<file path="src/rtl/ram_bus_master_pkg.sv">
// Shared bus definitions for both ends of the RAM bus: state encodings,
// I/O opcode constants with their read/write class decode, and the
// phase numbers inside an instruction cycle where the bus carries traffic.
package ram_bus_master_pkg;

    typedef enum logic [1:0] {
        ST_IDLE = 2'd0,
        ST_SRC  = 2'd1,
        ST_IO   = 2'd2
    } busState_t;

    localparam logic [3:0] OP_WRM = 4'h0;
    localparam logic [3:0] OP_WMP = 4'h1;
    localparam logic [3:0] OP_WR0 = 4'h4;
    localparam logic [3:0] OP_WR1 = 4'h5;
    localparam logic [3:0] OP_WR2 = 4'h6;
    localparam logic [3:0] OP_WR3 = 4'h7;
    localparam logic [3:0] OP_SBM = 4'h8;
    localparam logic [3:0] OP_RDM = 4'h9;
    localparam logic [3:0] OP_ADM = 4'hB;
    localparam logic [3:0] OP_RD0 = 4'hC;
    localparam logic [3:0] OP_RD1 = 4'hD;
    localparam logic [3:0] OP_RD2 = 4'hE;
    localparam logic [3:0] OP_RD3 = 4'hF;

    localparam logic [2:0] PHASE_OPCODE = 3'd4;
    localparam logic [2:0] PHASE_XFER   = 3'd6;
    localparam logic [2:0] PHASE_SYNC   = 3'd7;

    // Ops whose data nibble travels from the master to the RAM.
    function automatic logic isWriteOp(input logic [3:0] op);
        case (op)
            OP_WRM, OP_WMP, OP_WR0, OP_WR1, OP_WR2, OP_WR3: isWriteOp = 1'b1;
            default:                                        isWriteOp = 1'b0;
        endcase
    endfunction

    // Ops whose data nibble travels from the RAM back to the master.
    function automatic logic isReadOp(input logic [3:0] op);
        case (op)
            OP_SBM, OP_RDM, OP_ADM, OP_RD0, OP_RD1, OP_RD2, OP_RD3: isReadOp = 1'b1;
            default:                                                isReadOp = 1'b0;
        endcase
    endfunction

endpackage

</file>
<file path="src/rtl/ram_bus_master_if.sv">
// Host request/response handshake plus the shared 4-bit RAM bus.
// The master modport is the bus-driving agent; slave is everything facing it.
interface ram_bus_master_if;

    logic       req_valid;
    logic       req_ready;
    logic [3:0] req_op;
    logic       req_chip;
    logic [1:0] req_reg;
    logic [3:0] req_char;
    logic [3:0] req_wdata;
    logic       rsp_valid;
    logic [3:0] rsp_data;
    logic       sync;
    logic       cmd_n;
    logic [3:0] data_o;
    logic       data_en;
    logic [3:0] data_i;

    modport master (
        input  req_valid, req_op, req_chip, req_reg, req_char, req_wdata, data_i,
        output req_ready, rsp_valid, rsp_data, sync, cmd_n, data_o, data_en
    );

    modport slave (
        output req_valid, req_op, req_chip, req_reg, req_char, req_wdata, data_i,
        input  req_ready, rsp_valid, rsp_data, sync, cmd_n, data_o, data_en
    );

endinterface

</file>
<file path="src/rtl/bus_phase.sv">
// Free-running eight-phase instruction-cycle counter with the sync marker.
// Any agent on the bus can instantiate this to stay in lockstep.
module bus_phase
    import ram_bus_master_pkg::*;
(
    input  logic       clock,
    input  logic       reset,
    output logic [2:0] o_phase,
    output logic       o_sync
);

    logic [2:0] r_phase;

    // Advance one phase per clock, wrapping 7 back to 0.
    always_ff @(posedge clock) begin
        if (reset) begin
            r_phase <= 3'd0;
        end else begin
            r_phase <= r_phase + 3'd1;
        end
    end

    assign o_phase = r_phase;
    assign o_sync  = !reset && (r_phase == PHASE_SYNC);

endmodule

</file>
<file path="src/rtl/ram_bus_master.sv">
// Bus master that turns one host request into a SRC cycle (address,
// character) followed by an IO cycle (opcode, data), then reports the result.
module ram_bus_master
    import ram_bus_master_pkg::*;
(
    input  logic              clock,
    input  logic              reset,
    ram_bus_master_if.master  bus
);

    logic [2:0] w_phase;
    logic       w_sync;
    logic       w_lastPhase;
    logic       w_ready;
    logic       w_accept;
    busState_t  r_state;
    busState_t  w_nextState;
    logic [3:0] r_op;
    logic       r_chip;
    logic [1:0] r_reg;
    logic [3:0] r_char;
    logic [3:0] r_wdata;
    logic [3:0] r_rspData;
    logic       w_cmdN;
    logic       w_dataEn;
    logic [3:0] w_dataO;
    logic       w_rspValid;

    bus_phase u_busPhase (
        .clock   (clock),
        .reset   (reset),
        .o_phase (w_phase),
        .o_sync  (w_sync)
    );

    assign w_lastPhase = (w_phase == PHASE_SYNC);
    assign w_ready     = !reset && w_lastPhase && ((r_state == ST_IDLE) || (r_state == ST_IO));
    assign w_accept    = w_ready && bus.req_valid;

    // State only moves at the end of an instruction cycle.
    always_ff @(posedge clock) begin
        if (reset) begin
            r_state <= ST_IDLE;
        end else if (w_lastPhase) begin
            r_state <= w_nextState;
        end
    end

    // A new request can start straight after an IO cycle without idling.
    always_comb begin
        w_nextState = r_state;
        case (r_state)
            ST_IDLE: if (w_accept) w_nextState = ST_SRC;
            ST_SRC:  w_nextState = ST_IO;
            ST_IO:   w_nextState = w_accept ? ST_SRC : ST_IDLE;
            default: w_nextState = ST_IDLE;
        endcase
    end

    // Capture the whole request on the accept edge so later input changes are ignored.
    always_ff @(posedge clock) begin
        if (reset) begin
            r_op    <= 4'h0;
            r_chip  <= 1'b0;
            r_reg   <= 2'd0;
            r_char  <= 4'h0;
            r_wdata <= 4'h0;
        end else if (w_accept) begin
            r_op    <= bus.req_op;
            r_chip  <= bus.req_chip;
            r_reg   <= bus.req_reg;
            r_char  <= bus.req_char;
            r_wdata <= bus.req_wdata;
        end
    end

    // Sample the RAM's answer at the end of IO phase 6; non-read ops report zero.
    always_ff @(posedge clock) begin
        if (reset) begin
            r_rspData <= 4'h0;
        end else if ((r_state == ST_IO) && (w_phase == PHASE_XFER)) begin
            r_rspData <= isReadOp(r_op) ? bus.data_i : 4'h0;
        end
    end

    // Drive the bus according to where we are in the SRC/IO instruction cycles.
    always_comb begin
        w_cmdN     = 1'b1;
        w_dataEn   = 1'b0;
        w_dataO    = 4'h0;
        w_rspValid = 1'b0;
        if (!reset) begin
            case (r_state)
                ST_SRC: begin
                    if (w_phase == PHASE_XFER) begin
                        w_cmdN   = 1'b0;
                        w_dataEn = 1'b1;
                        w_dataO  = {1'b0, r_chip, r_reg};
                    end else if (w_phase == PHASE_SYNC) begin
                        w_dataEn = 1'b1;
                        w_dataO  = r_char;
                    end
                end
                ST_IO: begin
                    if (w_phase == PHASE_OPCODE) begin
                        w_cmdN   = 1'b0;
                        w_dataEn = 1'b1;
                        w_dataO  = r_op;
                    end else if ((w_phase == PHASE_XFER) && isWriteOp(r_op)) begin
                        w_dataEn = 1'b1;
                        w_dataO  = r_wdata;
                    end else if (w_phase == PHASE_SYNC) begin
                        w_rspValid = 1'b1;
                    end
                end
                default: begin
                    w_cmdN = 1'b1;
                end
            endcase
        end
    end

    assign bus.req_ready = w_ready;
    assign bus.sync      = w_sync;
    assign bus.cmd_n     = w_cmdN;
    assign bus.data_en   = w_dataEn;
    assign bus.data_o    = w_dataO;
    assign bus.rsp_valid = w_rspValid;
    assign bus.rsp_data  = reset ? 4'h0 : r_rspData;

endmodule

</file>
<file path="src/flat_wrapper.sv">
// flat-port wrapper written by rule: the top's interface ports become plain ports
module ram_bus_master_flat import ram_bus_master_pkg::*;
  (clock, reset, bus_req_valid, bus_req_op, bus_req_chip, bus_req_reg, bus_req_char, bus_req_wdata, bus_data_i, bus_req_ready, bus_rsp_valid, bus_rsp_data, bus_sync, bus_cmd_n, bus_data_o, bus_data_en);
  ram_bus_master_if bus_i ();
  input  logic clock;
  input  logic reset;
  input wire logic [$bits(bus_i.req_valid)-1:0] bus_req_valid;
  input wire logic [$bits(bus_i.req_op)-1:0] bus_req_op;
  input wire logic [$bits(bus_i.req_chip)-1:0] bus_req_chip;
  input wire logic [$bits(bus_i.req_reg)-1:0] bus_req_reg;
  input wire logic [$bits(bus_i.req_char)-1:0] bus_req_char;
  input wire logic [$bits(bus_i.req_wdata)-1:0] bus_req_wdata;
  input wire logic [$bits(bus_i.data_i)-1:0] bus_data_i;
  output wire logic [$bits(bus_i.req_ready)-1:0] bus_req_ready;
  output wire logic [$bits(bus_i.rsp_valid)-1:0] bus_rsp_valid;
  output wire logic [$bits(bus_i.rsp_data)-1:0] bus_rsp_data;
  output wire logic [$bits(bus_i.sync)-1:0] bus_sync;
  output wire logic [$bits(bus_i.cmd_n)-1:0] bus_cmd_n;
  output wire logic [$bits(bus_i.data_o)-1:0] bus_data_o;
  output wire logic [$bits(bus_i.data_en)-1:0] bus_data_en;
  assign bus_i.req_valid = bus_req_valid;
  assign bus_i.req_op = bus_req_op;
  assign bus_i.req_chip = bus_req_chip;
  assign bus_i.req_reg = bus_req_reg;
  assign bus_i.req_char = bus_req_char;
  assign bus_i.req_wdata = bus_req_wdata;
  assign bus_i.data_i = bus_data_i;
  assign bus_req_ready = bus_i.req_ready;
  assign bus_rsp_valid = bus_i.rsp_valid;
  assign bus_rsp_data = bus_i.rsp_data;
  assign bus_sync = bus_i.sync;
  assign bus_cmd_n = bus_i.cmd_n;
  assign bus_data_o = bus_i.data_o;
  assign bus_data_en = bus_i.data_en;
  ram_bus_master u_core (.clock(clock), .reset(reset), .bus(bus_i));
endmodule
</file>
<file path="config.mk">
export PLATFORM = sky130hd
export DESIGN_NAME = ram_bus_master_flat
export DESIGN_NICKNAME = d
export VERILOG_FILES = /design/src/rtl/ram_bus_master_pkg.sv /design/src/rtl/ram_bus_master_if.sv /design/src/rtl/bus_phase.sv /design/src/rtl/ram_bus_master.sv /design/src/flat_wrapper.sv
export SDC_FILE = /design/constraint.sdc
export NUM_CORES = 1
export LEC_CHECK = 0
export ABC_AREA = 0
export CAP_MARGIN = 20
export CORE_ASPECT_RATIO = 0.75
export CORE_MARGIN = 3
export CORE_UTILIZATION = 48
export CTS_CLUSTER_DIAMETER = 30
export DETAILED_ROUTE_END_ITERATION = 10
export GPL_ROUTABILITY_DRIVEN = 0
export GPL_TIMING_DRIVEN = 0
export PLACE_DENSITY = 0.8
export SETUP_SLACK_MARGIN = 0.15
export SLEW_MARGIN = 10
export SYNTH_ARGS = -nofsm -noshare
export SYNTH_HDL_FRONTEND = slang
export SYNTH_SLANG_ARGS = --single-unit
</file>
<file path="constraint.sdc">
create_clock -name clock -period 2 [get_ports clock]
set_clock_uncertainty 0.05 [all_clocks]
set_input_delay 0.2 -clock clock [delete_from_list [all_inputs] [get_ports clock]]
set_output_delay 0.2 -clock clock [all_outputs]
set_load 0.01 [all_outputs]
</file>
==> flow_summary.toml <==
[timing]
rsz0062_at_grt = "yes"
max_freq_ghz = 0.4975
setup_ws_ps = -10.07
drv_slew = 0
finalCriticalPeriod_ps = 2010
relSlewSlack_pct = 63.79
finalCritPeriodShare_pct = 100.5
setup_violations = 1
finalHoldViolCount = 0
hold_ws_ps = 395.0
tightest_slew_ps = 543.1

[logic_synthesis]
yosysTopAreaCell = "dfxtp_1"
yosysWarnings = 0
synth_edf_count = 0
avgSynthCellArea_sq_um = 9.816
synthFlopType = "dfxtp_1"
syn_area_sq_um = 1335
ys_ff_latch = 24
ys_top_cells_by_count = "24 x dfxtp_1, 23 x nor2b_1, 9 x mux2_4, 8 x ha_1, 8 x nand2_1"
netlist_top_cells_area = "dfxtp_1 36%, nor2b_1 11%, mux2_4 10%"
ys_async_sr_fraction_pct = 0
synth_fp_nets = 166
synth_most_common_cell = "dfxtp_1"
netlist.area_leader.share_pct = 35.99
syn_inst = 136
ys_seq_area_share_pct = 35.99
synth_cell_types = 30

[global_route]
grtUsageTotal_pct = 22.27
grt_pass1_vias = 1155
grt_pass1_wl_microns = 5768
gr-total-overflow = 0
grt_max_degree = 14
antenna_found_initial = 0

[setup_path]
path_max_fanout = 3
endpoint = "bus_data_o[3]"
arrival_ps = 1760
endpoint_kind = "output port"
crit_type = "register to output port"
r2r_end = "u_core.r_wdata[3]$_SDFFE_PP0P_"
cp-startpoint = "u_core.r_state[0]$_SDFFE_PP0P_"
reg2reg_from = "u_core.r_state[1]$_SDFFE_PP0P_"
cp.required_ps = 1750
rrSetupSlack_ps = 190
startpoint_type = "register"
r2r_cells = 6

[detailed_routing]
route.detailed.drc = 0
vias = 1217
avgViaCountPerCell = 5.634
drt_first_pass_iters = 4
antenna_left = 0
drt_iter0_drc = 69
wl_microns = 3675
post_drt_wl_per_cell_microns = 17.01

[floorplan]
start_util_pct = 54.30
fp-row-count = 15
pin_count = 35
die_y_microns = 51.67
die_w_microns = 66.90
dieArea_sq_um = 3456
core_area_sq_um = 2459

[clock_network]
clk_path_buf_depth = 2
tritoncts = "done"
cts_sinks = 24
cts_max_level = 1
clock_latency_ps = 260
cts_root_buffer = "clkbuf_8"
numCtsBuffers = 3
path_clk_slew_ps = 80

[finish]
syn_to_final_growth_pct = 47.61
layout-drive-gt1-share_pct = 37.36
diodes = 0
utilization_pct = 80.15
fin_nets = 213

[pwr]
p_sw_share_pct = 22.46
power_density_nw_per_um2 = 482.1
sequentialPowerShare_pct = 51.5
power_frac_comb_pct = 14.3
p_total_uw = 950.0
power.leakage_nw = 0.8636
switchingPower_uw = 213.4
max-vdd-ir-drop_uv = 388.4
p_int_uw = 736.6
p_clk_share_pct = 34.2

[placement]
post-dp-hpwl_microns = 2358
io_buffer_count = 34
dp_slack_ps = -429.9

[run_status]
violations = "setup timing"
status = "complete, but fails checks"

[worst_hold_path]
hp-class = "register to register"

[run]
drv_cap = 0
## layout by cell type (no fill, tap or decap), types with 4 or more instances in the layout
master and count:
mux2_4 9, clkdlybuf4s50_1 21, clkbuf_8 5, mux2_2 5, nand2_1 6, nor2b_1 22
buf_4 7, ha_2 4, dfxtp_1 20, o2111ai_1 4, inv_1 4, and3_1 4
buf_2 7, mux2i_1 4, a21oi_1 6
## worst min path at each step
stage                                                  startpoint                                       to  depth (start not counted)
final                     u_core.u_busPhase.o_phase[0]$_SDFF_PP0_  u_core.u_busPhase.o_phase[0]$_SDFF_PP0_                          1
after global routing      u_core.u_busPhase.o_phase[0]$_SDFF_PP0_  u_core.u_busPhase.o_phase[0]$_SDFF_PP0_                          1
after CTS                 u_core.u_busPhase.o_phase[0]$_SDFF_PP0_  u_core.u_busPhase.o_phase[0]$_SDFF_PP0_                          1
after detailed placement  u_core.u_busPhase.o_phase[0]$_SDFF_PP0_  u_core.u_busPhase.o_phase[0]$_SDFF_PP0_                          1
after global placement    u_core.u_busPhase.o_phase[0]$_SDFF_PP0_  u_core.u_busPhase.o_phase[0]$_SDFF_PP0_                          1
after floorplan                                      bus_req_chip               u_core.r_chip$_SDFFE_PP0P_                          1
## final cells by class
class | count | area (sq um)
plain buffers | 7 | 71.32
clock buffers | 4 | 55.05
fillers | 154 | 488.0
inverters | 7 | 26.28
multi-input cells | 98 | 919.6
flip-flops and latches | 24 | 490.5
well taps | 34 | 42.54
repair buffers | 42 | 365.4
## per-stage QoR
step / setup TNS, ps / instance area [sq um] / instances
after floorplan: 0 / 1335 / 136
after global placement: -2564 / 1718 / 204
after detailed placement: -3018 / 1718 / 204
after CTS: 0 / 1889 / 212
after global routing: -93.11 / 1971 / 216
final: -10.07 / 1971 / 216
## worst max-delay path, stage by stage (launching register included)
cell and delay (ps):
dfxtp_2 350, buf_4 120, ha_2 210, nand3b_1 140
or3b_4 430, o31ai_2 70, buf_2 170
## power by group through the flow
| stage | sequential (mW) | clock [mW] | combinational (mW) |
|---|---|---|---|
| final | 0.489 | 0.325 | 0.136 |
| after global routing | 0.491 | 0.352 | 0.144 |
| after CTS | 0.488 | 0.331 | 0.127 |
| after detailed placement | 0.499 | 0 | 0.0965 |
| after global placement | 0.498 | 0 | 0.0938 |
| after floorplan | 0.497 | 0 | 0.0412 |
## metal layers
metal,track usage [%],vias to the layer above,share of wire (%)
met5,0,-,0
met3,5.184,12,5.2
met1,27.19,588,44
met2,38.82,46,49
li1,-,571,-
met4,6.734,0,2.4
## cells by family after synthesis
group	after synthesis	share of synthesized area [%]
AO/OA/AOI/OAI	24	12.18
buffers and inverters	14	4.780
adder cells (fa/ha/maj)	8	7.498
flip-flops	24	35.99
AND/OR/NAND/NOR	47	21.37
multiplexers	19	18.18
## what timing repair did
action                                  CTS  global route
pin swaps                                 1             5
hold buffers                              0             0
buffers inserted                          4             4
endpoints found under the setup margin   22            20
gates resized for setup                  59            25
(Power assumes the default switching activity.)
